==> src/rtl/load_store_unit_if.sv <==
// Load/store unit bus: request handshake, response handshake, data-memory port.
// Ports: req_* / resp_* handshakes and mem_* doubleword memory signals.
interface load_store_unit_if;
  logic        req_valid;
  logic        req_ready;
  logic        req_load;
  logic        req_store;
  logic [2:0]  req_funct3;
  logic [63:0] req_addr;
  logic [63:0] req_wdata;
  logic        resp_valid;
  logic        resp_ready;
  logic [63:0] resp_rdata;
  logic        resp_err;
  logic [63:0] mem_addr;
  logic [63:0] mem_wdata;
  logic        mem_read;
  logic        mem_write;
  logic [63:0] mem_rdata;

  modport master (
    output req_valid, req_load, req_store,
    output req_funct3, req_addr, req_wdata,
    output resp_ready, mem_rdata,
    input  req_ready, resp_valid,
    input  resp_rdata, resp_err,
    input  mem_addr, mem_wdata,
    input  mem_read, mem_write
  );

  modport slave (
    input  req_valid, req_load, req_store,
    input  req_funct3, req_addr, req_wdata,
    input  resp_ready, mem_rdata,
    output req_ready, resp_valid,
    output resp_rdata, resp_err,
    output mem_addr, mem_wdata,
    output mem_read, mem_write
  );
endinterface

==> src/rtl/load_store_unit.sv <==
// Load/store unit: sub-doubleword access to a 64-bit memory via read-modify-write.
// Ports: clk, reset (async active-low), bus (slave side of load_store_unit_if).
module load_store_unit #(
  parameter int unsigned MEM_BYTES   = 64,
  parameter bit          CHECK_ALIGN = 1'b1
) (
  input logic              clk,
  input logic              reset,
  load_store_unit_if.slave bus
);
  typedef enum logic [1:0] {
    IDLE, RD, WR, RESP
  } state_e;

  state_e      state_q, state_d;
  logic [63:0] addr_q, addr_d;
  logic [63:0] wdata_q, wdata_d;
  logic [63:0] rd_buf_q, rd_buf_d;
  logic [2:0]  funct3_q, funct3_d;
  logic        load_q, load_d;
  logic        err_q, err_d;

  logic [2:0]  amask;
  logic        fault;
  logic [5:0]  lane_sh;
  logic [63:0] smask;
  logic [63:0] wmask;
  logic [63:0] shifted;
  logic [63:0] ld_val;
  logic [63:0] wr_data;

  // Low address bits that must be zero for the requested size.
  always_comb begin
    amask = 3'b000;
    unique case (bus.req_funct3[1:0])
      2'b00:   amask = 3'b000;
      2'b01:   amask = 3'b001;
      2'b10:   amask = 3'b011;
      default: amask = 3'b111;
    endcase
  end

  always_comb begin
    fault = 1'b0;
    if (bus.req_load == bus.req_store)
      fault = 1'b1;
    if (bus.req_load && bus.req_funct3 == 3'b111)
      fault = 1'b1;
    if (bus.req_store && bus.req_funct3[2])
      fault = 1'b1;
    if (bus.req_addr >= 64'(MEM_BYTES))
      fault = 1'b1;
    if (CHECK_ALIGN && (bus.req_addr[2:0] & amask) != 3'b000)
      fault = 1'b1;
  end

  assign lane_sh = {addr_q[2:0], 3'b000};

  always_comb begin
    smask = '1;
    unique case (funct3_q[1:0])
      2'b00:   smask = 64'h0000_0000_0000_00FF;
      2'b01:   smask = 64'h0000_0000_0000_FFFF;
      2'b10:   smask = 64'h0000_0000_FFFF_FFFF;
      default: smask = '1;
    endcase
  end

  // Shifts drop bytes past lane 7, so unaligned overruns read as zero
  // and overrun store bytes are discarded.
  assign wmask   = smask << lane_sh;
  assign shifted = rd_buf_q >> lane_sh;

  always_comb begin
    wr_data = (rd_buf_q & ~wmask) | ((wdata_q & smask) << lane_sh);
    if (funct3_q[1:0] == 2'b11)
      wr_data = wdata_q;
  end

  always_comb begin
    ld_val = '0;
    unique case (funct3_q)
      3'b000:  ld_val = {{56{shifted[7]}}, shifted[7:0]};
      3'b001:  ld_val = {{48{shifted[15]}}, shifted[15:0]};
      3'b010:  ld_val = {{32{shifted[31]}}, shifted[31:0]};
      3'b011:  ld_val = shifted;
      3'b100:  ld_val = {56'd0, shifted[7:0]};
      3'b101:  ld_val = {48'd0, shifted[15:0]};
      3'b110:  ld_val = {32'd0, shifted[31:0]};
      default: ld_val = '0;
    endcase
  end

  always_comb begin
    state_d  = state_q;
    addr_d   = addr_q;
    wdata_d  = wdata_q;
    rd_buf_d = rd_buf_q;
    funct3_d = funct3_q;
    load_d   = load_q;
    err_d    = err_q;
    unique case (state_q)
      IDLE: begin
        if (bus.req_valid) begin
          addr_d   = bus.req_addr;
          wdata_d  = bus.req_wdata;
          funct3_d = bus.req_funct3;
          load_d   = bus.req_load;
          err_d    = fault;
          if (fault)
            state_d = RESP;
          else if (bus.req_store && bus.req_funct3 == 3'b011)
            state_d = WR;
          else
            state_d = RD;
        end
      end
      RD: begin
        rd_buf_d = bus.mem_rdata;
        state_d  = load_q ? RESP : WR;
      end
      WR: state_d = RESP;
      default: begin
        if (bus.resp_ready)
          state_d = IDLE;
      end
    endcase
  end

  always_ff @(posedge clk or negedge reset) begin
    if (!reset) begin
      state_q  <= IDLE;
      addr_q   <= '0;
      wdata_q  <= '0;
      rd_buf_q <= '0;
      funct3_q <= '0;
      load_q   <= 1'b0;
      err_q    <= 1'b0;
    end else begin
      state_q  <= state_d;
      addr_q   <= addr_d;
      wdata_q  <= wdata_d;
      rd_buf_q <= rd_buf_d;
      funct3_q <= funct3_d;
      load_q   <= load_d;
      err_q    <= err_d;
    end
  end

  // Outputs decoded from the state register so an async reset
  // drops mem_write immediately.
  always_comb begin
    bus.req_ready  = (state_q == IDLE);
    bus.resp_valid = (state_q == RESP);
    bus.mem_read   = (state_q == RD);
    bus.mem_write  = (state_q == WR);
    bus.resp_err   = (state_q == RESP) && err_q;
    bus.mem_addr   = '0;
    bus.mem_wdata  = '0;
    bus.resp_rdata = '0;
    if (state_q == RD || state_q == WR)
      bus.mem_addr = {addr_q[63:3], 3'b000};
    if (state_q == WR)
      bus.mem_wdata = wr_data;
    if (state_q == RESP && load_q && !err_q)
      bus.resp_rdata = ld_val;
  end
endmodule

==> src/flat_wrapper.sv <==
// flat-port wrapper written by rule: the top's interface ports become plain ports
module load_store_unit_flat 
#(
  parameter int unsigned MEM_BYTES   = 64,
  parameter bit          CHECK_ALIGN = 1'b1
)
  (clk, reset, bus_req_valid, bus_req_load, bus_req_store, bus_req_funct3, bus_req_addr, bus_req_wdata, bus_resp_ready, bus_mem_rdata, bus_req_ready, bus_resp_valid, bus_resp_rdata, bus_resp_err, bus_mem_addr, bus_mem_wdata, bus_mem_read, bus_mem_write);
  load_store_unit_if bus_i ();
  input logic clk;
  input logic reset;
  input wire logic [$bits(bus_i.req_valid)-1:0] bus_req_valid;
  input wire logic [$bits(bus_i.req_load)-1:0] bus_req_load;
  input wire logic [$bits(bus_i.req_store)-1:0] bus_req_store;
  input wire logic [$bits(bus_i.req_funct3)-1:0] bus_req_funct3;
  input wire logic [$bits(bus_i.req_addr)-1:0] bus_req_addr;
  input wire logic [$bits(bus_i.req_wdata)-1:0] bus_req_wdata;
  input wire logic [$bits(bus_i.resp_ready)-1:0] bus_resp_ready;
  input wire logic [$bits(bus_i.mem_rdata)-1:0] bus_mem_rdata;
  output wire logic [$bits(bus_i.req_ready)-1:0] bus_req_ready;
  output wire logic [$bits(bus_i.resp_valid)-1:0] bus_resp_valid;
  output wire logic [$bits(bus_i.resp_rdata)-1:0] bus_resp_rdata;
  output wire logic [$bits(bus_i.resp_err)-1:0] bus_resp_err;
  output wire logic [$bits(bus_i.mem_addr)-1:0] bus_mem_addr;
  output wire logic [$bits(bus_i.mem_wdata)-1:0] bus_mem_wdata;
  output wire logic [$bits(bus_i.mem_read)-1:0] bus_mem_read;
  output wire logic [$bits(bus_i.mem_write)-1:0] bus_mem_write;
  assign bus_i.req_valid = bus_req_valid;
  assign bus_i.req_load = bus_req_load;
  assign bus_i.req_store = bus_req_store;
  assign bus_i.req_funct3 = bus_req_funct3;
  assign bus_i.req_addr = bus_req_addr;
  assign bus_i.req_wdata = bus_req_wdata;
  assign bus_i.resp_ready = bus_resp_ready;
  assign bus_i.mem_rdata = bus_mem_rdata;
  assign bus_req_ready = bus_i.req_ready;
  assign bus_resp_valid = bus_i.resp_valid;
  assign bus_resp_rdata = bus_i.resp_rdata;
  assign bus_resp_err = bus_i.resp_err;
  assign bus_mem_addr = bus_i.mem_addr;
  assign bus_mem_wdata = bus_i.mem_wdata;
  assign bus_mem_read = bus_i.mem_read;
  assign bus_mem_write = bus_i.mem_write;
  load_store_unit #(.MEM_BYTES(MEM_BYTES), .CHECK_ALIGN(CHECK_ALIGN)) u_core (.clk(clk), .reset(reset), .bus(bus_i));
endmodule
==> config.mk <==
export PLATFORM = sky130hd
export DESIGN_NAME = load_store_unit_flat
export DESIGN_NICKNAME = d
export VERILOG_FILES = /design/src/rtl/load_store_unit_if.sv /design/src/rtl/load_store_unit.sv /design/src/flat_wrapper.sv
export SDC_FILE = /design/constraint.sdc
export NUM_CORES = 1
export LEC_CHECK = 0
export CAP_MARGIN = 15
export CORE_MARGIN = 2
export CORE_UTILIZATION = 48
export DETAILED_ROUTE_END_ITERATION = 16
export PLACE_DENSITY = 0.82
export SETUP_SLACK_MARGIN = 0.02
export SLEW_MARGIN = 20
export SYNTH_ARGS = -nofsm -noshare
export SYNTH_HDL_FRONTEND = slang
export SYNTH_SLANG_ARGS = --single-unit
export TNS_END_PERCENT = 20
==> constraint.sdc <==
create_clock -name clk -period 3.45 [get_ports clk]
set_clock_uncertainty 0.15 [all_clocks]
set_input_delay 0.69 -clock clk [delete_from_list [all_inputs] [get_ports clk]]
set_output_delay 0.69 -clock clk [all_outputs]
set_load 0.1 [all_outputs]
==> metrics.yaml <==
synth:
  ys_async_sr_fraction_pct: 100
  yosysWarnings: 0
  synthXorXnorAreaFrac_pct: 0.0669
  yosys.area.top_type_share_pct: 38.1
  synth_top_family_by_area: "multiplexers"
  synth_area_leaders: "dfrtp_1 (38%), mux2_2 (22%), o21ai_0 (4.4%)"
  synth_area_sq_um: 13100
  yosys.cell_count.top_type: "mux2_2"
  yosys.area_share.simple_pct: 13.4
  yosysTopAreaCell: "dfrtp_1"
  yosysSeqAreaShare_pct: 38.1
  synthTopCellsByCount: "mux2_2 (251), dfrtp_1 (199), nand2_1 (130)"
  synth_edf_count: 0
  synthFlopType: "dfrtp_1"
  synth_compound_area_share_pct: 17.7
  synthAdderAreaFrac_pct: 0.382
  synthMuxAreaShare_pct: 26.1
  synth.distinct_cells: 66
  synthCells: 1354
  synth_seq_cells: 199
  syn_area_per_cell_sq_um: 9.66
worst_setup_path:
  r2r_slack_ns: 1.12
  crit_start: "u_core.addr_q[1]"
  critPathKind: "register to output pin"
  max_stage_delay_ns: 0.54
  endpoint: "bus_resp_rdata[41]"
  ff2ff_path_depth: 7
  critical_path.cell_chain: "buf_6, mux2_4, and3_4, o311ai_4, o221a_4, clkbuf_16, a21oi_4, buf_12"
  end_kind: "output pin"
  required_ns: 2.61
  crit_slowest_cell: "dfrtp_4"
  timing.rr.end: "u_core.state_q[0]"
  crit_path_start_kind: "register"
  cp_max_fo: 8
  crit_arrival_ns: 2.80
  r2r_start: "u_core.state_q[0]"
cells_and_area:
  area_growth_pct: 65.5
  design_area_sq_um: 21700
  nFillCells: 1535
  stdcell_count: 2124
  final_nets: 1971
  drive_gt1_share_pct: 43.9
global_route:
  gr-total-overflow: 0
  grt_use_total_pct: 42.4
  grt_max_degree: 82
  grt_pass1_wl_um: 89600
  first_global_vias: 13893
  antenna_found_initial: 6
clock_network:
  clkTransAtPathRegs_ns: 0.09
  cts_made_buffers: 17
  cts_root_buf: "clkbuf_16"
  clkLatencyLatePin_ns: 0.45
  h-tree-depth: 4
  cts_tree: "built"
  cts_sinks: 199
  clockBufferDepth: 2
detailed_routing:
  ant_nets: 0
  num_vias: 13801
  wl_per_cell_um: 29.7
  dr.pass1.iters: 6
  drc_errors: 0
  drtIter0Drc: 1594
  vias_per_cell: 6.50
  totalWireLength_um: 63000
placed_design:
  placed_cell_area_sq_um: 20300
  io_buffer_count: 394
  post-place-cells: 2073
  gp_congestion: 1.02
  dp_hpwl_um: 47600
sta:
  tightest_slew_ns: 0.957
  relSlewSlack_pct: 36.2
  worst_slack_ns: -0.194
  rsz0062_at_grt: "true"
  hold_viol_final: 0
  fin_crit_ns: 3.64
  final-setup-viol-count: 55
  period_share_pct: 106
  fin_tns_setup_ns: -6.72
  fmax_mhz: 274
  drv_slew: 0
floorplanning:
  chipHeight_um: 169
  core-area_sq_um: 26900
  die_area_sq_um: 28600
  io_pins: 398
  start_util_pct: 48.7
  rows: 60
  die_x_um: 169
outcome:
  outcome: "finished, violations left"
  violations: "setup timing"
min_path:
  hold_path.class: "input pin to async pin"
job:
  max-cap-violations: 0
==> state kept, by name (all words and copies together) (netlist names) <==
name	flops
u_core.funct3_q	3
u_core.load_q	1
u_core.err_q	1
u_core.state_q	2
u_core.rd_buf_q	64
u_core.wdata_q	64
u_core.addr_q	64
==> layer usage <==
metal | wire (um) | part of all wire [%] | global-route usage, % | vias to the layer above
li1 | - | - | - | 5762
met1 | 23400 | 37 | 53.0 | 6809
met2 | 29000 | 46 | 67.4 | 1032
met3 | 6970 | 11 | 12.0 | 196
met4 | 3620 | 5.8 | 21.3 | 2
met5 | 13 | 0.021 | 0 | -
==> worst max-delay path, delay by kind of cell, from the launching register on <==
family,cells,cell delay (ns)
AND/OR/NAND/NOR,1,0.20
multiplexers,1,0.30
flip-flops,1,0.54
buffers and inverters,3,0.59
AO/OA/AOI/OAI,3,0.73
==> metrics by stage <==
step,hold WS [ns],worst slack [ns],utilization [%]
3_3_place_gp,0.330,0.119,75.5
6_report,0.120,-0.194,80.6
4_1_cts,0.155,-0.0829,78.6
2_1_floorplan,0.244,-0.367,-
3_5_place_dp,0.337,0.123,75.5
5_1_grt,0.171,-0.227,80.6
==> worst min-delay path by stage <==
stage	start	endpoint	slack, ns	cells past startpoint
finish	reset	u_core.wdata_q[38]	0.12	1
global route	reset	u_core.wdata_q[41]	0.17	1
CTS	reset	u_core.wdata_q[38]	0.15	1
detailed placement	u_core.addr_q[14]	u_core.addr_q[14]	0.34	1
global placement	u_core.addr_q[39]	u_core.addr_q[39]	0.33	1
floorplan	reset	u_core.addr_q[0]	0.24	0
==> area by class of cell <==
class / instances / area, sq um / area share (%)
Clock buffer: 18 / 439 / 2.03
Multi-Input combinational cell: 1028 / 8630 / 39.8
Clock inverter: 14 / 188 / 0.867
Timing Repair Buffer: 514 / 6950 / 32.1
Inverter: 6 / 22.5 / 0.104
Sequential cell: 199 / 4990 / 23.0
Antenna cell: 4 / 10.0 / 0.0462
Tap cell: 341 / 427 / 1.97
==> logic make-up (layout without fill, tap and decap cells) <==
logic type / after synthesis / in the layout
mux: 309 / 309
xor+xnor: 1 / 1
compound gates: 364 / 364
buf+inv: 129 / 552
simple gates: 347 / 347
other cells: 1 / 7
fa+ha+maj: 4 / 4
flops: 199 / 199
==> placed cells by master (no fill, tap or decap), types with 17 or more instances in the layout <==
master           count
clkdlybuf4s50_1    199
buf_12             201
mux2i_1             55
a21oi_1             22
and2_1              64
dfrtp_1            196
a21oi_4             34
clkbuf_16           19
a22oi_1             21
nand2_1            127
nor2_1              46
mux2_2             250
o21ai_0            105
a21oi_2             45
nor2_2              17
buf_4              102
o21a_1              17
a221oi_1            24
==> what timing repair did <==
item,in CTS,in global routing
endpoints found under the setup margin,114,107
setup buffers,5,7
pin swaps,2,12
gates resized for setup,32,78
gates cloned,0,3
hold buffers,0,0
Power is left out: the tool's default activity adds up to more than one toggle a clock period on the data nets, which glitch-free logic cannot reach.
